[src/rtl/icache_pkg.sv]
// icache_pkg: shared defaults, FSM state and line record types for the instruction cache.
//   ICACHE_LINES / ICACHE_LINE_BYTES : default geometry
//   INST_LEN                         : instruction word width
//   icache_state_t                   : controller states {IDLE, REQ, WAIT}
//   icache_line_t                    : one line {valid, tag, data} at default geometry
package icache_pkg;
   localparam int ICACHE_LINES = 4;
   localparam int ICACHE_LINE_BYTES = 16;
   localparam int INST_LEN = 32;
   localparam int ICACHE_ADDR_W = 32;
   localparam int ICACHE_TAG_W = ICACHE_ADDR_W - $clog2(ICACHE_LINES) - $clog2(ICACHE_LINE_BYTES);
   typedef enum logic [1:0] {IDLE, REQ, WAIT} icache_state_t;
   typedef struct packed {
      logic valid;
      logic [ICACHE_TAG_W-1:0] tag;
      logic [8*ICACHE_LINE_BYTES-1:0] data;
   } icache_line_t;
endpackage

[src/rtl/icache_array.sv]
// icache_array: valid/tag/data storage with combinational read and one write port.
//   clk, rst                      : clock, synchronous active-high reset (clears all valid bits)
//   rd_idx_i -> rd_valid_o/rd_tag_o/rd_data_o : combinational lookup
//   we_i, wr_idx_i, wr_valid_i, wr_tag_i, wr_data_i : line fill
//   clr_all_i                     : invalidate every line at the edge
module icache_array import icache_pkg::*; #(
   parameter int LINES = ICACHE_LINES,
   parameter int TAG_W = ICACHE_TAG_W,
   parameter int LINE_W = 8*ICACHE_LINE_BYTES,
   localparam int IDX_W = $clog2(LINES)
) (
   input  logic              clk,
   input  logic              rst,
   input  logic [IDX_W-1:0]  rd_idx_i,
   output logic              rd_valid_o,
   output logic [TAG_W-1:0]  rd_tag_o,
   output logic [LINE_W-1:0] rd_data_o,
   input  logic              we_i,
   input  logic [IDX_W-1:0]  wr_idx_i,
   input  logic              wr_valid_i,
   input  logic [TAG_W-1:0]  wr_tag_i,
   input  logic [LINE_W-1:0] wr_data_i,
   input  logic              clr_all_i
);
   logic [LINES-1:0] valid_q, valid_d;
   logic [TAG_W-1:0] tag_q [LINES];
   logic [LINE_W-1:0] data_q [LINES];
   // a fill written during a clear carries wr_valid_i=0, so the clear is never undone
   always_comb begin
      valid_d = clr_all_i ? '0 : valid_q;
      if (we_i) valid_d[wr_idx_i] = wr_valid_i;
   end
   always_ff @(posedge clk) begin
      if (rst) valid_q <= '0;
      else valid_q <= valid_d;
   end
   always_ff @(posedge clk) begin
      if (we_i) begin
         tag_q[wr_idx_i] <= wr_tag_i;
         data_q[wr_idx_i] <= wr_data_i;
      end
   end
   assign rd_valid_o = valid_q[rd_idx_i];
   assign rd_tag_o = tag_q[rd_idx_i];
   assign rd_data_o = data_q[rd_idx_i];
endmodule

[src/rtl/icache_ctrl.sv]
// icache_ctrl: direct-mapped read-only instruction cache with single-line fill FSM.
//   fetch side : req_valid, req_addr, flush in; rsp_valid, rsp_inst, stall_out out (combinational)
//   memory side: mem_req_valid/mem_req_addr out with mem_req_ready in; mem_rsp_valid/mem_rsp_line in
//   ICACHE_PERF_CNT_EN defined: adds hit_cnt / miss_cnt outputs
module icache_ctrl import icache_pkg::*; #(
   parameter int ADDR_W = 32,
   parameter int LINES = ICACHE_LINES,
   parameter int LINE_BYTES = ICACHE_LINE_BYTES
) (
   input  logic                    clk,
   input  logic                    rst,
   input  logic                    req_valid,
   input  logic [ADDR_W-1:0]       req_addr,
   input  logic                    flush,
   output logic                    rsp_valid,
   output logic [INST_LEN-1:0]     rsp_inst,
   output logic                    stall_out,
   output logic                    mem_req_valid,
   output logic [ADDR_W-1:0]       mem_req_addr,
   input  logic                    mem_req_ready,
   input  logic                    mem_rsp_valid,
   input  logic [8*LINE_BYTES-1:0] mem_rsp_line
`ifdef ICACHE_PERF_CNT_EN
   ,
   output logic [31:0]             hit_cnt,
   output logic [31:0]             miss_cnt
`endif
);
   localparam int OFF = $clog2(LINE_BYTES);
   localparam int IDX = $clog2(LINES);
   localparam int TAG_W = ADDR_W - IDX - OFF;
   icache_state_t state_q;
   logic mem_req_valid_q, flush_pend_q;
   logic [ADDR_W-OFF-1:0] line_q;
   logic rd_valid, hit, lookup, miss, fill, drop;
   logic [TAG_W-1:0] rd_tag;
   logic [8*LINE_BYTES-1:0] rd_data;
   logic unused_ok;
   assign unused_ok = ^req_addr[1:0];
   assign hit = rd_valid && rd_tag == req_addr[ADDR_W-1:OFF+IDX];
   assign lookup = state_q == IDLE && req_valid;
   assign miss = lookup && !hit;
   assign fill = state_q == WAIT && mem_rsp_valid;
   // a flush seen at any point of the fill, including its final edge, discards the line
   assign drop = flush_pend_q || flush;
   assign rsp_valid = !rst && lookup && hit;
   assign stall_out = !rst && (state_q != IDLE || miss);
   assign rsp_inst = rd_data[req_addr[OFF-1:2]*INST_LEN +: INST_LEN];
   assign mem_req_valid = mem_req_valid_q;
   assign mem_req_addr = {line_q, {OFF{1'b0}}};
   icache_array #(.LINES(LINES), .TAG_W(TAG_W), .LINE_W(8*LINE_BYTES)) u_array (
      .clk        (clk),
      .rst        (rst),
      .rd_idx_i   (req_addr[OFF+IDX-1:OFF]),
      .rd_valid_o (rd_valid),
      .rd_tag_o   (rd_tag),
      .rd_data_o  (rd_data),
      .we_i       (fill),
      .wr_idx_i   (line_q[IDX-1:0]),
      .wr_valid_i (!drop),
      .wr_tag_i   (line_q[ADDR_W-OFF-1:IDX]),
      .wr_data_i  (mem_rsp_line),
      .clr_all_i  ((state_q == IDLE && flush) || (fill && drop))
   );
   always_ff @(posedge clk) begin
      if (rst) begin
         state_q <= IDLE;
         mem_req_valid_q <= 1'b0;
         flush_pend_q <= 1'b0;
         line_q <= '0;
      end else begin
         case (state_q)
            IDLE: if (miss) begin
               state_q <= REQ;
               mem_req_valid_q <= 1'b1;
               line_q <= req_addr[ADDR_W-1:OFF];
            end
            REQ: begin
               flush_pend_q <= drop;
               if (mem_req_ready) begin
                  state_q <= WAIT;
                  mem_req_valid_q <= 1'b0;
               end
            end
            WAIT: begin
               flush_pend_q <= drop && !mem_rsp_valid;
               if (mem_rsp_valid) state_q <= IDLE;
            end
            default: state_q <= IDLE;
         endcase
      end
   end
`ifdef ICACHE_PERF_CNT_EN
   logic [31:0] hit_cnt_q, miss_cnt_q;
   always_ff @(posedge clk) begin
      if (rst) begin
         hit_cnt_q <= '0;
         miss_cnt_q <= '0;
      end else begin
         hit_cnt_q <= hit_cnt_q + 32'(rsp_valid);
         miss_cnt_q <= miss_cnt_q + 32'(miss);
      end
   end
   assign hit_cnt = hit_cnt_q;
   assign miss_cnt = miss_cnt_q;
`endif
endmodule

[config.mk]
export PLATFORM = sky130hd
export DESIGN_NAME = icache_ctrl
export DESIGN_NICKNAME = d
export VERILOG_FILES = /design/src/rtl/icache_pkg.sv /design/src/rtl/icache_array.sv /design/src/rtl/icache_ctrl.sv
export SDC_FILE = /design/constraint.sdc
export NUM_CORES = 1
export LEC_CHECK = 0
export BUFFER_PORTS_ARGS = -buffer_cell sky130_fd_sc_hd__clkbuf_2
export CAP_MARGIN = 10
export CORE_ASPECT_RATIO = 0.9
export CORE_MARGIN = 8
export CORE_UTILIZATION = 30
export DETAILED_ROUTE_END_ITERATION = 6
export RECOVER_POWER = 50
export SLEW_MARGIN = 20
export SYNTH_ARGS = -nofsm -noshare
export SYNTH_HDL_FRONTEND = slang
export SYNTH_SLANG_ARGS = --single-unit
[constraint.sdc]
create_clock -name clk -period 13.5 [get_ports clk]
set_input_delay 1.35 -clock clk [delete_from_list [all_inputs] [get_ports clk]]
set_output_delay 1.35 -clock clk [all_outputs]
set_load 0.005 [all_outputs]
==> impl_metrics.py <==
metrics = {
    "timing": {
        "fin_crit_ns": 7.06,
        "worst_slack_ns": 6.44,
        "period_share_pct": 52.3,
        "max_slew.worst_pin.slew_ns": 2.38,
        "finalMaxSlewViolations": 100,
        "maxSlewHeadroom_pct": -58.4,
        "finalHoldViolCount": 0,
        "setup_tns_ns": 0,
        "grt_setup_unrepaired": "false",
        "fin_skew_ns": 0.0225,
        "hold_slack_ns": 0.475,
        "fmax_ghz": 0.142,
        "setup_violations": 0,
    },
    "die": {
        "initial_core_util_pct": 30.3,
        "core_area_um2": 82800,
        "rows": 100,
        "die_y_um": 291,
        "pin_count": 233,
        "die_area_um2": 93300,
        "die_w_um": 321,
    },
    "clock_tree": {
        "cts_buffer_depth": 3,
        "cts_max_level": 3,
        "cts.sinks": 652,
        "cts.clk_slew.worst_paths_ns": 0.06,
        "cts_hold_buf": 0,
        "clock_tree.root_cell": "clkbuf_16",
        "tritoncts": "yes",
        "clock_latency_ns": 0.60,
        "cts-buffers-inserted": 72,
        "post_cts_resized": 0,
        "post-cts-setup-buffers": 0,
    },
    "global_routing": {
        "grt_pass1_vias": 13114,
        "met3_usage_pct": 4.83,
        "grt_use_met1_pct": 15.3,
        "overflow": 0,
        "met2_usage_pct": 18.3,
        "grt_pass1_wl_um": 83500,
        "grt_max_degree": 144,
        "top_usage_layer": "met2",
        "antenna_found_initial": 24,
        "grt_usage_pct": 11.8,
    },
    "worst_setup_path": {
        "crit_type": "input port to output pin",
        "critical-path-slowest-cell": "buf_4",
        "cp-start-kind": "input port",
        "cp_max_fo": 65,
        "cp.arrival_ns": 5.71,
        "r2r_cells": 6,
        "rrSetupSlack_ns": 9.75,
        "cp_slowest_stage_delay_ns": 0.88,
        "cp.required_ns": 12.15,
        "cpMostUsedCell": "buf_4",
        "crit_chain": "clkbuf_8, buf_4, buf_4, mux2i_1, xnor2_1, or4_1, a211oi_2, a41o_1, a21oi_1, clkbuf_2",
        "crit-reg2reg-launch": "state_q[0]",
        "r2r_end": "u_array.data_q[2][70]",
        "crit_path_end_kind": "output pin",
    },
    "drt": {
        "drcViolationCount": 0,
        "drt_iter0_drc": 886,
        "via_count": 12097,
        "wl_um": 55800,
        "drtAntennaViolNets": 0,
        "routedWlPerCell_um": 21.8,
        "routed_via_density": 4.72,
        "first_pass_iters": 5,
    },
    "finish": {
        "nets": 1543,
        "layout_commonest_cell": "edfxtp_1",
        "final_cell_mix": "edfxtp_1 (616), mux4_2 (169), clkbuf_1 (144)",
        "fill_cells": 7758,
        "multi_input_area_um2": 5520,
        "layout.area.seq_um2": 19200,
        "drive_gt1_share_pct": 29.0,
        "syn_to_final_growth_pct": 18.1,
    },
    "pwr": {
        "clkPwrFrac_pct": 41.8,
        "swShare_pct": 21.8,
        "combPwrFrac_pct": 7.4,
        "power_density_nw_per_um2": 154,
        "power_mw": 4.58,
        "ir_worst_vdd_mv": 0.0882,
        "switchingPower_mw": 0.997,
        "internal_power_mw": 3.59,
        "p_seq_share_pct": 50.8,
        "leakage_nw": 9.32,
    },
    "synthesis": {
        "synth_compound_area_share_pct": 2.27,
        "syn_area_um2": 25100,
        "async_flop_share_pct": 0,
        "synth_cell_types": 56,
        "yosys_warnings": 0,
        "synth_edf_count": 616,
        "yosysSeqAreaShare_pct": 76.5,
        "synthXorXnorAreaFrac_pct": 1.01,
        "ys_ff_latch": 652,
        "syn_area_per_cell_um2": 22.5,
        "synth_ff_type": "edfxtp_1",
        "synthCells": 1116,
        "yosys.area_share.simple_pct": 1.68,
        "synth_top_family_by_area": "multiplexers",
        "synth.area.mux_share_pct": 16.7,
        "synth-adder-area-share_pct": 0.199,
    },
    "worst_hold_path": {
        "hold_path.startpoint": "u_array.valid_q[0]",
        "min_to": "u_array.valid_q[0]",
        "hp-class": "register to register",
        "hold_path_depth": 2,
    },
    "placement": {
        "io_buffer_count": 226,
        "hpwl_um": 32400,
        "place_ws_ns": 6.56,
        "place_congestion": 0.755,
    },
    "job": {
        "maxCapViolations": 3,
    },
    "status": {
        "violations": "capacitance limit, slew limit",
        "status": "complete, but fails checks",
    },
}
## layer usage
layer / up-vias / routed length (µm)
met4: 22 / 1150
met2: 378 / 25800
li1: 5257 / -
met3: 104 / 5420
met5: - / 139
met1: 6336 / 23200
## cells in the mapped netlist (2+ instances only)
| cell type | instances | area, µm² |
|---|---|---|
| a21oi_1 | 18 | 90.1 |
| a21oi_2 | 20 | 175 |
| and2_0 | 2 | 12.5 |
| and2_1 | 2 | 12.5 |
| buf_1 | 3 | 11.3 |
| buf_12 | 3 | 60.1 |
| buf_2 | 19 | 95.1 |
| buf_4 | 7 | 52.6 |
| buf_6 | 5 | 56.3 |
| clkbuf_1 | 26 | 97.6 |
| dfxtp_1 | 36 | 721 |
| edfxtp_1 | 616 | 18500 |
| ha_1 | 4 | 50.1 |
| inv_1 | 7 | 26.3 |
| mux2i_1 | 24 | 240 |
| mux4_1 | 6 | 158 |
| mux4_2 | 169 | 3810 |
| nand2_1 | 7 | 26.3 |
| nand2b_1 | 4 | 25.0 |
| nand3_1 | 30 | 150 |
| nand4_1 | 4 | 25.0 |
| nor2_1 | 14 | 52.6 |
| nor3_1 | 2 | 10.0 |
| nor3b_1 | 3 | 22.5 |
| o2111ai_1 | 2 | 17.5 |
| o21ai_0 | 9 | 45.0 |
| o21ai_1 | 20 | 100 |
| xnor2_1 | 14 | 123 |
| xor2_1 | 13 | 114 |
## cell families (layout without fill, tap and decap cells)
family | count (synthesis) | count (layout)
AOI/OAI and AO/OA | 84 | 84
xor gates and xnor gates | 28 | 28
adders and majority gates | 4 | 4
buffers and inverters | 71 | 381
DFF | 652 | 652
muxes | 199 | 199
other | 1 | 16
and+or+nand+nor | 77 | 77
## cell type report
class | count | share of cell area, %
Antenna cell | 12 | 0.101
Clock buffer | 94 | 6.80
Clock inverter | 36 | 1.05
Inverter | 7 | 0.0885
Multi-Input combinational cell | 396 | 18.6
Sequential cell | 652 | 64.7
Tap cell | 1122 | 4.73
Timing Repair Buffer | 244 | 3.88
## stage by stage
step / util (%) / instances / cell area (µm²)
2_1_floorplan: - / 1119 / 25100
3_3_place_gp: 33.2 / 2421 / 27500
3_5_place_dp: 33.2 / 2421 / 27500
4_1_cts: 36.0 / 2551 / 29800
5_1_grt: 35.8 / 2551 / 29700
6_report: 35.8 / 2563 / 29700
## registers in the layout (all words and copies together) (netlist names)
| signal | flops |
|---|---|
| flush_pend_q | 1 |
| state_q | 2 |
| u_array.tag_q | 104 |
| line_q | 28 |
| u_array.valid_q | 4 |
| u_array.data_q | 512 |
| mem_req_valid | 1 |
## worst max path at each step
stage	cells after the start	start	slack (ns)	to
after floorplan	2	mem_rsp_valid	0.003	u_array.data_q[2][0]
after global placement	10	req_addr[5]	6.64	stall_out
after detailed placement	10	req_addr[5]	6.56	stall_out
after CTS	10	req_addr[5]	6.57	stall_out
after global routing	10	req_addr[5]	6.23	stall_out
final	10	req_addr[5]	6.44	stall_out
## power by group through the flow
stage / logic (mW) / registers [mW] / clock network [mW]
global placement: 0.345 / 2.36 / 0
detailed placement: 0.355 / 2.37 / 0
floorplan: 0.213 / 2.38 / 0
finish: 0.341 / 2.33 / 1.91
CTS: 0.356 / 2.33 / 1.97
global route: 0.376 / 2.33 / 2.05
## worst max-delay path: cells and delay by family
family	cells	cell delay, ns
buffers and inverters	4	2.35
AO/OA/AOI/OAI	3	0.70
AND/OR/NAND/NOR	1	0.59
multiplexers	1	0.33
XOR/XNOR	1	0.10
Power figures use the tool's default switching activity.
